$ cat src/rtl/bch_syndrome_ctrl.sv
`default_nettype none
// ============================================================================
//  Module      : bch_syndrome_ctrl
//  Description : Serial BCH syndrome generator over GF(2^13)
//                (primitive polynomial x^13+x^4+x^3+x+1).
//                Received bits arrive highest degree first. Each syndrome
//                S_j = r(alpha^j), j = 1..2T, is evaluated with Horner's rule
//                as S_j <= S_j*alpha^j ^ bit. The frame ends after N accepted
//                bits. Results are held with a valid/ready handshake until
//                the consumer takes them.
//  Ports       :
//    clk        in   clock, rising edge
//    rst_n      in   asynchronous active-low reset
//    in_bit     in   received codeword bit (r_(N-1) first, r_0 last)
//    in_valid   in   in_bit valid this cycle
//    in_ready   out  block accepts a bit this cycle (state decode only)
//    abort      in   synchronous frame discard, highest priority
//    syn        out  packed syndromes, S_j at [13j-1 : 13(j-1)]
//    syn_valid  out  syn / no_err valid
//    syn_ready  in   consumer takes the syndromes
//    no_err     out  all syndromes zero (registered, 0 unless syn_valid)
//  Revision    : 1.0  initial release
// ============================================================================
module bch_syndrome_ctrl #(
    parameter int N = 1023,
    parameter int T = 4
) (
    input  logic              clk,
    input  logic              rst_n,
    input  logic              in_bit,
    input  logic              in_valid,
    output logic              in_ready,
    input  logic              abort,
    output logic [13*2*T-1:0] syn,
    output logic              syn_valid,
    input  logic              syn_ready,
    output logic              no_err
);

    localparam int          c_NSYN     = 2 * T;
    localparam logic [12:0] c_N_CNT    = 13'(N);
    localparam logic [12:0] c_POLY_LOW = 13'h001B;

    localparam logic [1:0] c_ST_IDLE  = 2'd0;
    localparam logic [1:0] c_ST_ACCUM = 2'd1;
    localparam logic [1:0] c_ST_DONE  = 2'd2;

    // Single multiply-by-alpha step: shift, fold x^13 back via the low terms.
    function automatic logic [12:0] mul_alpha(input logic [12:0] a);
        return {a[11:0], 1'b0} ^ (a[12] ? c_POLY_LOW : 13'd0);
    endfunction

    // Chain of `pow` alpha steps; the loop runs to a fixed bound so each
    // instance unrolls into a plain XOR network.
    function automatic logic [12:0] mul_alpha_pow(input logic [12:0] a, input int pow);
        logic [12:0] v;
        v = a;
        for (int k = 0; k < c_NSYN; k++) begin
            if (k < pow) v = mul_alpha(v);
        end
        return v;
    endfunction

    logic [1:0]  r_state;
    logic [12:0] r_cnt;
    logic [12:0] r_syn [c_NSYN];
    logic        r_syn_valid;
    logic        r_no_err;

    logic [12:0] w_syn_next [c_NSYN];
    logic        w_accept;
    logic        w_last;
    logic        w_next_zero;

    generate
        for (genvar j = 0; j < c_NSYN; j++) begin : g_syn
            assign w_syn_next[j] = mul_alpha_pow(r_syn[j], j + 1) ^ {12'd0, in_bit};
            assign syn[13*j +: 13] = r_syn[j];
        end
    endgenerate

    // Zero test on the values being loaded, so no_err can be registered
    // together with the final syndromes.
    always_comb begin
        w_next_zero = 1'b1;
        for (int k = 0; k < c_NSYN; k++) begin
            if (w_syn_next[k] != 13'd0) w_next_zero = 1'b0;
        end
    end

    assign in_ready  = (r_state != c_ST_DONE);
    assign w_accept  = in_valid && in_ready;
    assign w_last    = ((r_cnt + 13'd1) == c_N_CNT);
    assign syn_valid = r_syn_valid;
    assign no_err    = r_no_err;

    always_ff @(posedge clk or negedge rst_n) begin
        if (!rst_n) begin
            r_state     <= c_ST_IDLE;
            r_cnt       <= 13'd0;
            r_syn_valid <= 1'b0;
            r_no_err    <= 1'b0;
            for (int k = 0; k < c_NSYN; k++) r_syn[k] <= 13'd0;
        end else if (abort) begin
            r_state     <= c_ST_IDLE;
            r_cnt       <= 13'd0;
            r_syn_valid <= 1'b0;
            r_no_err    <= 1'b0;
            for (int k = 0; k < c_NSYN; k++) r_syn[k] <= 13'd0;
        end else begin
            case (r_state)
                // IDLE holds all-zero syndromes, so the shared Horner update
                // loads S_j = in_bit for the first bit of a frame.
                c_ST_IDLE, c_ST_ACCUM: begin
                    if (w_accept) begin
                        for (int k = 0; k < c_NSYN; k++) r_syn[k] <= w_syn_next[k];
                        r_cnt <= r_cnt + 13'd1;
                        if (w_last) begin
                            r_state     <= c_ST_DONE;
                            r_syn_valid <= 1'b1;
                            r_no_err    <= w_next_zero;
                        end else begin
                            r_state <= c_ST_ACCUM;
                        end
                    end
                end
                c_ST_DONE: begin
                    // in_ready is low here, so no bit of the next frame can
                    // slip in on the release cycle.
                    if (syn_ready) begin
                        r_state     <= c_ST_IDLE;
                        r_cnt       <= 13'd0;
                        r_syn_valid <= 1'b0;
                        r_no_err    <= 1'b0;
                        for (int k = 0; k < c_NSYN; k++) r_syn[k] <= 13'd0;
                    end
                end
                default: begin
                    r_state     <= c_ST_IDLE;
                    r_cnt       <= 13'd0;
                    r_syn_valid <= 1'b0;
                    r_no_err    <= 1'b0;
                    for (int k = 0; k < c_NSYN; k++) r_syn[k] <= 13'd0;
                end
            endcase
        end
    end

endmodule
`default_nettype wire

$ cat config.mk
export PLATFORM = sky130hd
export DESIGN_NAME = bch_syndrome_ctrl
export DESIGN_NICKNAME = d
export VERILOG_FILES = /design/src/rtl/bch_syndrome_ctrl.sv
export SDC_FILE = /design/constraint.sdc
export NUM_CORES = 1
export LEC_CHECK = 0
export ABC_AREA = 1
export BUFFER_PORTS_ARGS = -buffer_cell sky130_fd_sc_hd__buf_4
export CAP_MARGIN = 30
export CELL_PAD_IN_SITES_DETAIL_PLACEMENT = 0
export CELL_PAD_IN_SITES_GLOBAL_PLACEMENT = 1
export CORE_UTILIZATION = 46
export CTS_BUF_LIST = sky130_fd_sc_hd__clkbuf_4 sky130_fd_sc_hd__clkbuf_8
export DETAILED_ROUTE_END_ITERATION = 6
export GPL_TIMING_DRIVEN = 0
export MAX_ROUTING_LAYER = met4
export PLACE_DENSITY = 0.92
export SETUP_SLACK_MARGIN = 0.1
export SYNTH_ARGS = -nofsm -noshare
export SYNTH_HDL_FRONTEND = slang
export SYNTH_SLANG_ARGS = --single-unit
$ cat constraint.sdc
create_clock -name clk -period 3.15 [get_ports clk]
set_input_delay 0.63 -clock clk [delete_from_list [all_inputs] [get_ports clk]]
set_output_delay 0.63 -clock clk [all_outputs]
set_load 0.005 [all_outputs]
=== Word level (Yosys, flattened, before mapping) ===
Index checks and enable logic that the tools add are counted.
W data, S select, Z words.

* Add/sub/neg operators: 1
* Eq/ne operators: 7
* Muxes and demuxes: 66
* Bitwise logic cells: 44
* Reduce and logical (&&, ||, !) cells: 13

{| class="wikitable"
|+ Operators with widths
! cell !! number
|-
| $xor A13 B5 Y13 || 36
|-
| $mux W104 || 3
|-
| $pmux W104 S2 || 1
|-
| $mux W5 || 36
|-
| $reduce_bool A13 Y1 || 8
|-
| $xor A13 B1 Y13 || 8
|-
| $mux W13 || 3
|-
| $pmux W13 S2 || 1
|-
| $mux W1 || 15
|-
| $add A13 B1 Y13 const B || 1
|-
| $eq A13 B10 Y1 const B || 1
|-
| $ne A3 B3 Y1 const B || 3
|-
| $mux W2 || 4
|-
| $pmux W1 S2 || 2
|-
| $pmux W2 S2 || 1
|-
| $reduce_and A3 Y1 || 1
|-
| $eq A2 B1 Y1 const B || 1
|-
| $eq A2 B2 Y1 const B || 1
|-
| $logic_not A2 Y1 || 1
|-
| $ne A2 B2 Y1 const B || 1
|-
| $reduce_and A2 Y1 || 1
|-
| $reduce_or A2 Y1 || 1
|-
| $logic_and A1 B1 Y1 || 1
|}

* Register bits: 121
* Input port bits: 6
* Output and inout port bits: 107
* Logic and storage cells: 143

=== Logic depth before layout (Yosys ltp) ===
* Depth after elaboration: 23
* Mapped depth: 15
* Gate-level depth less buffers: 14

=== Worst setup path before layout ===
OpenSTA, ideal clock, no wires.

* Path kind: in2reg
* Start: input port in_bit
* End: register r_no_err (netlist: no_err)
* Data arrival time: 1.639 ns
* Data required time: 3.085 ns
* Path slack: 1.446 ns
* Cell stages on the path: 14
* Cell sequence: buf_2 -> inv_1 -> nand2_1 -> nand2_1 -> nand2_1 -> nor2_1 -> nand2_1 -> nor2_1 -> nand2_1 -> nor2_1 -> nand2_1 -> nor2_1 -> nand2_1 -> nand2_1

* Cells in the longest elaborated chain, start to end: 14
* Elaborated cells between the ends (all ways): 28
* Classes of those cells: mux (12); bitwise (8); reduce/logical (8)

{| class="wikitable"
|+ Ends and longest elaborated chain
! what !! RTL line !! source
|-
| start, declared || 30 || <nowiki>input logic in_bit,</nowiki>
|-
| $xor A13 B1 Y13 || 77 || <nowiki>assign w_syn_next[j] = mul_alpha_pow(r_syn[j], j + 1) ^ {12'd0, in_bit};</nowiki>
|-
| $reduce_bool A13 Y1 || 87 || <nowiki>if (w_syn_next[k] != 13'd0) w_next_zero = 1'b0;</nowiki>
|-
| $mux W1 (7 in series) || 87 ||
|-
| $mux W1 * || 87 ||
|-
| $mux W1 * || 118 || <nowiki>if (w_last) begin</nowiki>
|-
| $mux W1 * || 115 || <nowiki>if (w_accept) begin</nowiki>
|-
| $pmux W1 S2 * || 111 || <nowiki>case (r_state)</nowiki>
|-
| $mux W1 * || 104 || <nowiki>end else if (abort) begin</nowiki>
|-
| end signal, assigned || 121 || <nowiki>r_no_err <= w_next_zero;</nowiki>
|-
| end, declared || 68 || <nowiki>logic r_no_err;</nowiki>
|}

Mark *: on every way between the ends. The rest lies on a longest branch, timed or not. The select of a mux whose other input is x is not followed.
A chain may end at the register's enable or synchronous reset.

=== Worst setup path in the final report ===
* Start: register r_state[1]
* End: register r_syn (netlist bit syn[93])

* Cells in the longest elaborated chain, start to end: 4
* Elaborated cells between the ends (all ways): 11
* Classes of those cells: eq/ne (5); mux (2); reduce/logical (4)

{| class="wikitable"
|+ Ends and longest elaborated chain
! what !! RTL line !! source
|-
| start, declared || 64 || <nowiki>logic [1:0] r_state;</nowiki>
|-
| start signal, assigned || 99 || <nowiki>r_state <= c_ST_IDLE;</nowiki>
|-
| start signal, assigned || 105 || <nowiki>r_state <= c_ST_IDLE;</nowiki>
|-
| start signal, assigned || 119 || <nowiki>r_state <= c_ST_DONE;</nowiki>
|-
| $eq A2 B1 Y1 (tied with other cells) || 111 ||
|-
| $reduce_or A2 Y1 or $logic_and A1 B1 Y1 (tied branches) || 111, 92 ||
|-
| $pmux W104 S2 or $ne A3 B3 Y1 (tied branches) || n/a ||
|-
| $mux W104 or $reduce_and A2 Y1 (tied branches) || n/a ||
|-
| end, declared || 66 || <nowiki>logic [12:0] r_syn [c_NSYN];</nowiki>
|}

Parallel ways exist; a longest one is shown, timed or not.

==> flow_summary.ini <==
[critical_path]
cp.arrival_ns = 2.44
worst_setup_path_start_kind = register
ff2ff_setup_slack_ns = 1.02
timing.setup.critical_path_class = reg2reg
crit_path_max_fanout = 10
worst-endpoint-required_ns = 3.46
worst_setup_ep_type = register

[placement]
finalWeightedCongestion = 0.885
dpl.cell_count = 1109
place_hpwl_mm = 13.1
port-buffer-count = 111

[timing]
fin_setup_tns_ns = 0
final_min_period_over_clock_period_pct = 67.7
setup_repair_after_global_routing_missed_its_margin = false
fmaxAchievable_ghz = 0.469
setup_viol = 0
worst_slew_margin_pct = 53.3
finalCriticalPeriod_ns = 2.13
timing.final.max_slew_violations = 0
skew_ns = 0.0127
final_hold_viol_count = 0
tightest_slew_ns = 0.700

[logic_synthesis]
synth_compound_area_share_pct = 11.7
yosys.area_share.simple_pct = 24.0
synth-adder-area-share_pct = 0.397
synth_cell_types = 26
synth_area_sq_um = 6310
post_synth.cell_area_avg_sq_um = 7.68
post-synth-top-area-cell = dfrtp_1
synth-warning-count = 0
yosys_register_bits = 121
synth_xor_xnor_area_share_pct = 6.53
yosys.area.top_type_share_pct = 48.0
synth.mux.area_fraction_pct = 0
postSynthCellCount = 821
synthesis.nets = 829
cells_taking_the_most_area_after_synthesis = dfrtp_1 48%, nand2_1 15%, o22ai_1 7.2%
synth_top_family_by_area = simple AND/OR/NAND/NOR gates
seq_area_frac_synth_pct = 48.0

[power_and_ir_drop]
report.power.total_uw = 5410
power.leakage_uw = 0.00396
power.density_nw_per_um2 = 692
ir_drop_mv = 0.362

[detailed_routing]
finalWirelength_mm = 17.9
routedWlPerCell_um = 15.7
drt-pass1-iter-count = 5
remaining_drc_errors = 0
drt_iter0_markers = 444
vias = 5864
vias_per_cell = 5.14
ant_nets = 0

[clock_network]
cts-resized-gates = 0
cts_hold_buffers = 0
cts.repair_timing.setup_buffer_count = 0
clockBufferDepth = 2
tritoncts.num_buffers = 17
worst_setup_hold_path_clk_slew_ns = 0.08
clkSinkCount = 121
cts-root-buf = clkbuf_8
clock_tree_from_tritoncts = done
ctsHtreeMaxLevel = 4
clk_latency_ns = 0.45

[floorplanning]
floorplan.initialDensity_pct = 47.4
placementRows = 42
coreArea_sq_um = 13300
die_w_um = 119
fp.dieArea_sq_um = 14200
die_y_um = 119
io_pins = 113

[job]
drv.max_cap_violation_count = 0

[cells_and_area]
layout-drive-gt1-share_pct = 17.9
post_layout_nonfiller_instances = 1141
layout-area-overhead-vs-synth_pct = 23.9
nFillCells = 1257
insertedDiodeCount = 0
finalCoreUtilization_pct = 58.8
design.final.nets = 960

[global_routing]
first_global_vias = 5496
gr_util_all_layers_pct = 27.3
grt_first_pass_wirelength_mm = 28.6
grt_max_degree = 79
antenna_violations_before_repair = 0
globalRouteOverflowTotal = 0

[hold_path]
hold_path.class = in2async

[run_status]
status = finished, final reports clean
routing by layer:
layer | global-route usage [%] | routed length [um] | up-vias
li1 | - | - | 2878
met1 | 38.3 | 8450 | 2776
met2 | 39.4 | 8080 | 185
met3 | 5.46 | 1090 | 25
met4 | 8.94 | 305 | 0
met5 | - | 0 | -
report_power, final:
part	total, uW	leakage, uW	internal (uW)	switching (uW)
registers	2010	0.00165	1770	247
logic	1900	0.00211	800	1100
clock network	1500	0.000202	817	684
total	5410	0.00396	3380	2030
worst paths after layout:
kind | start | to | cells after the start
max | r_state[1] | syn[93] | 6
min | rst_n | syn[19] | 1
max reg2reg | r_state[1] | syn[93] | 6
min reg2reg | no_err | no_err | 2
max in group asynchronous | rst_n | syn[79] | 2
min in group clk | syn_ready | r_state[1] | 4
Yosys cell counts:
| master | count |
|---|---|
| xor2_1 | 28 |
| dfrtp_1 | 121 |
| o22ai_1 | 73 |
| nor2_1 | 57 |
| a21oi_1 | 5 |
| buf_1 | 3 |
| inv_1 | 117 |
| nand3_1 | 51 |
| nand2_1 | 252 |
| nand4_1 | 2 |
| nand2_2 | 2 |
| inv_2 | 1 |
| a21oi_2 | 1 |
| nor3_1 | 1 |
| o21bai_1 | 5 |
| nand3_2 | 2 |
| nor2_4 | 1 |
| o21ai_2 | 1 |
| nor2_2 | 5 |
| clkbuf_2 | 2 |
| xnor2_1 | 19 |
| buf_2 | 14 |
| ha_1 | 2 |
| or2_1 | 1 |
| clkbuf_1 | 15 |
| o21ai_0 | 40 |
registers in the layout, indices dropped and copies added, names as in the netlist:
name / flops
no_err: 1
r_cnt: 13
syn_valid: 1
r_state: 2
syn: 104
worst max-delay path, stage by stage (launching register included):
cell and delay (ns):
dfrtp_1 0.38, nor2_2 0.43, a21oi_2 0.17, nand2_1 0.21, buf_2 0.33, buf_2 0.34
o22ai_1 0.11
through the flow:
| step | setup WS, ns | hold WS (ns) | area, sq um |
|---|---|---|---|
| 2_1_floorplan | 1.45 | 0.334 | 6310 |
| 3_3_place_gp | 0.733 | 0.460 | 7360 |
| 3_5_place_dp | 0.701 | 0.468 | 7390 |
| 4_1_cts | 1.10 | 0.0920 | 7820 |
| 5_1_grt | 0.889 | 0.0920 | 7820 |
| 6_report | 1.02 | 0.0832 | 7820 |
placed cells by master (no fill, tap or decap), drive strengths merged:
cell type	Yosys	layout
bufinv	0	3
or2	1	1
dfrtp	121	121
ha	2	2
clkbuf	17	36
o21ai	41	41
inv	118	120
o21bai	5	5
a21oi	6	6
buf	17	129
clkinvlp	0	4
nand2	254	254
nand4	2	2
clkinv	0	4
nor3	1	1
nand3	53	53
nor2	63	63
xor2	28	28
xnor2	19	19
o22ai	73	73
cell families (layout without fill, tap and decap cells):
| logic type | count (synthesis) | after routing |
|---|---|---|
| buf+inv | 152 | 296 |
| fa+ha+maj | 2 | 2 |
| xor+xnor | 47 | 47 |
| compound gates | 125 | 125 |
| simple gates | 374 | 374 |
| flops | 121 | 121 |
layout make-up:
cell class	count	area, sq um	share of cell area [%]
Tap cell	176	220	2.82
Clock buffer	19	255	3.27
Buffer	34	148	1.89
Inverter	118	443	5.67
Multi-Input combinational cell	548	2690	34.4
Clock inverter	13	169	2.16
Sequential cell	121	3030	38.7
Timing Repair Buffer	112	865	11.1
No activity file was read; power rests on OpenSTA's default activity.
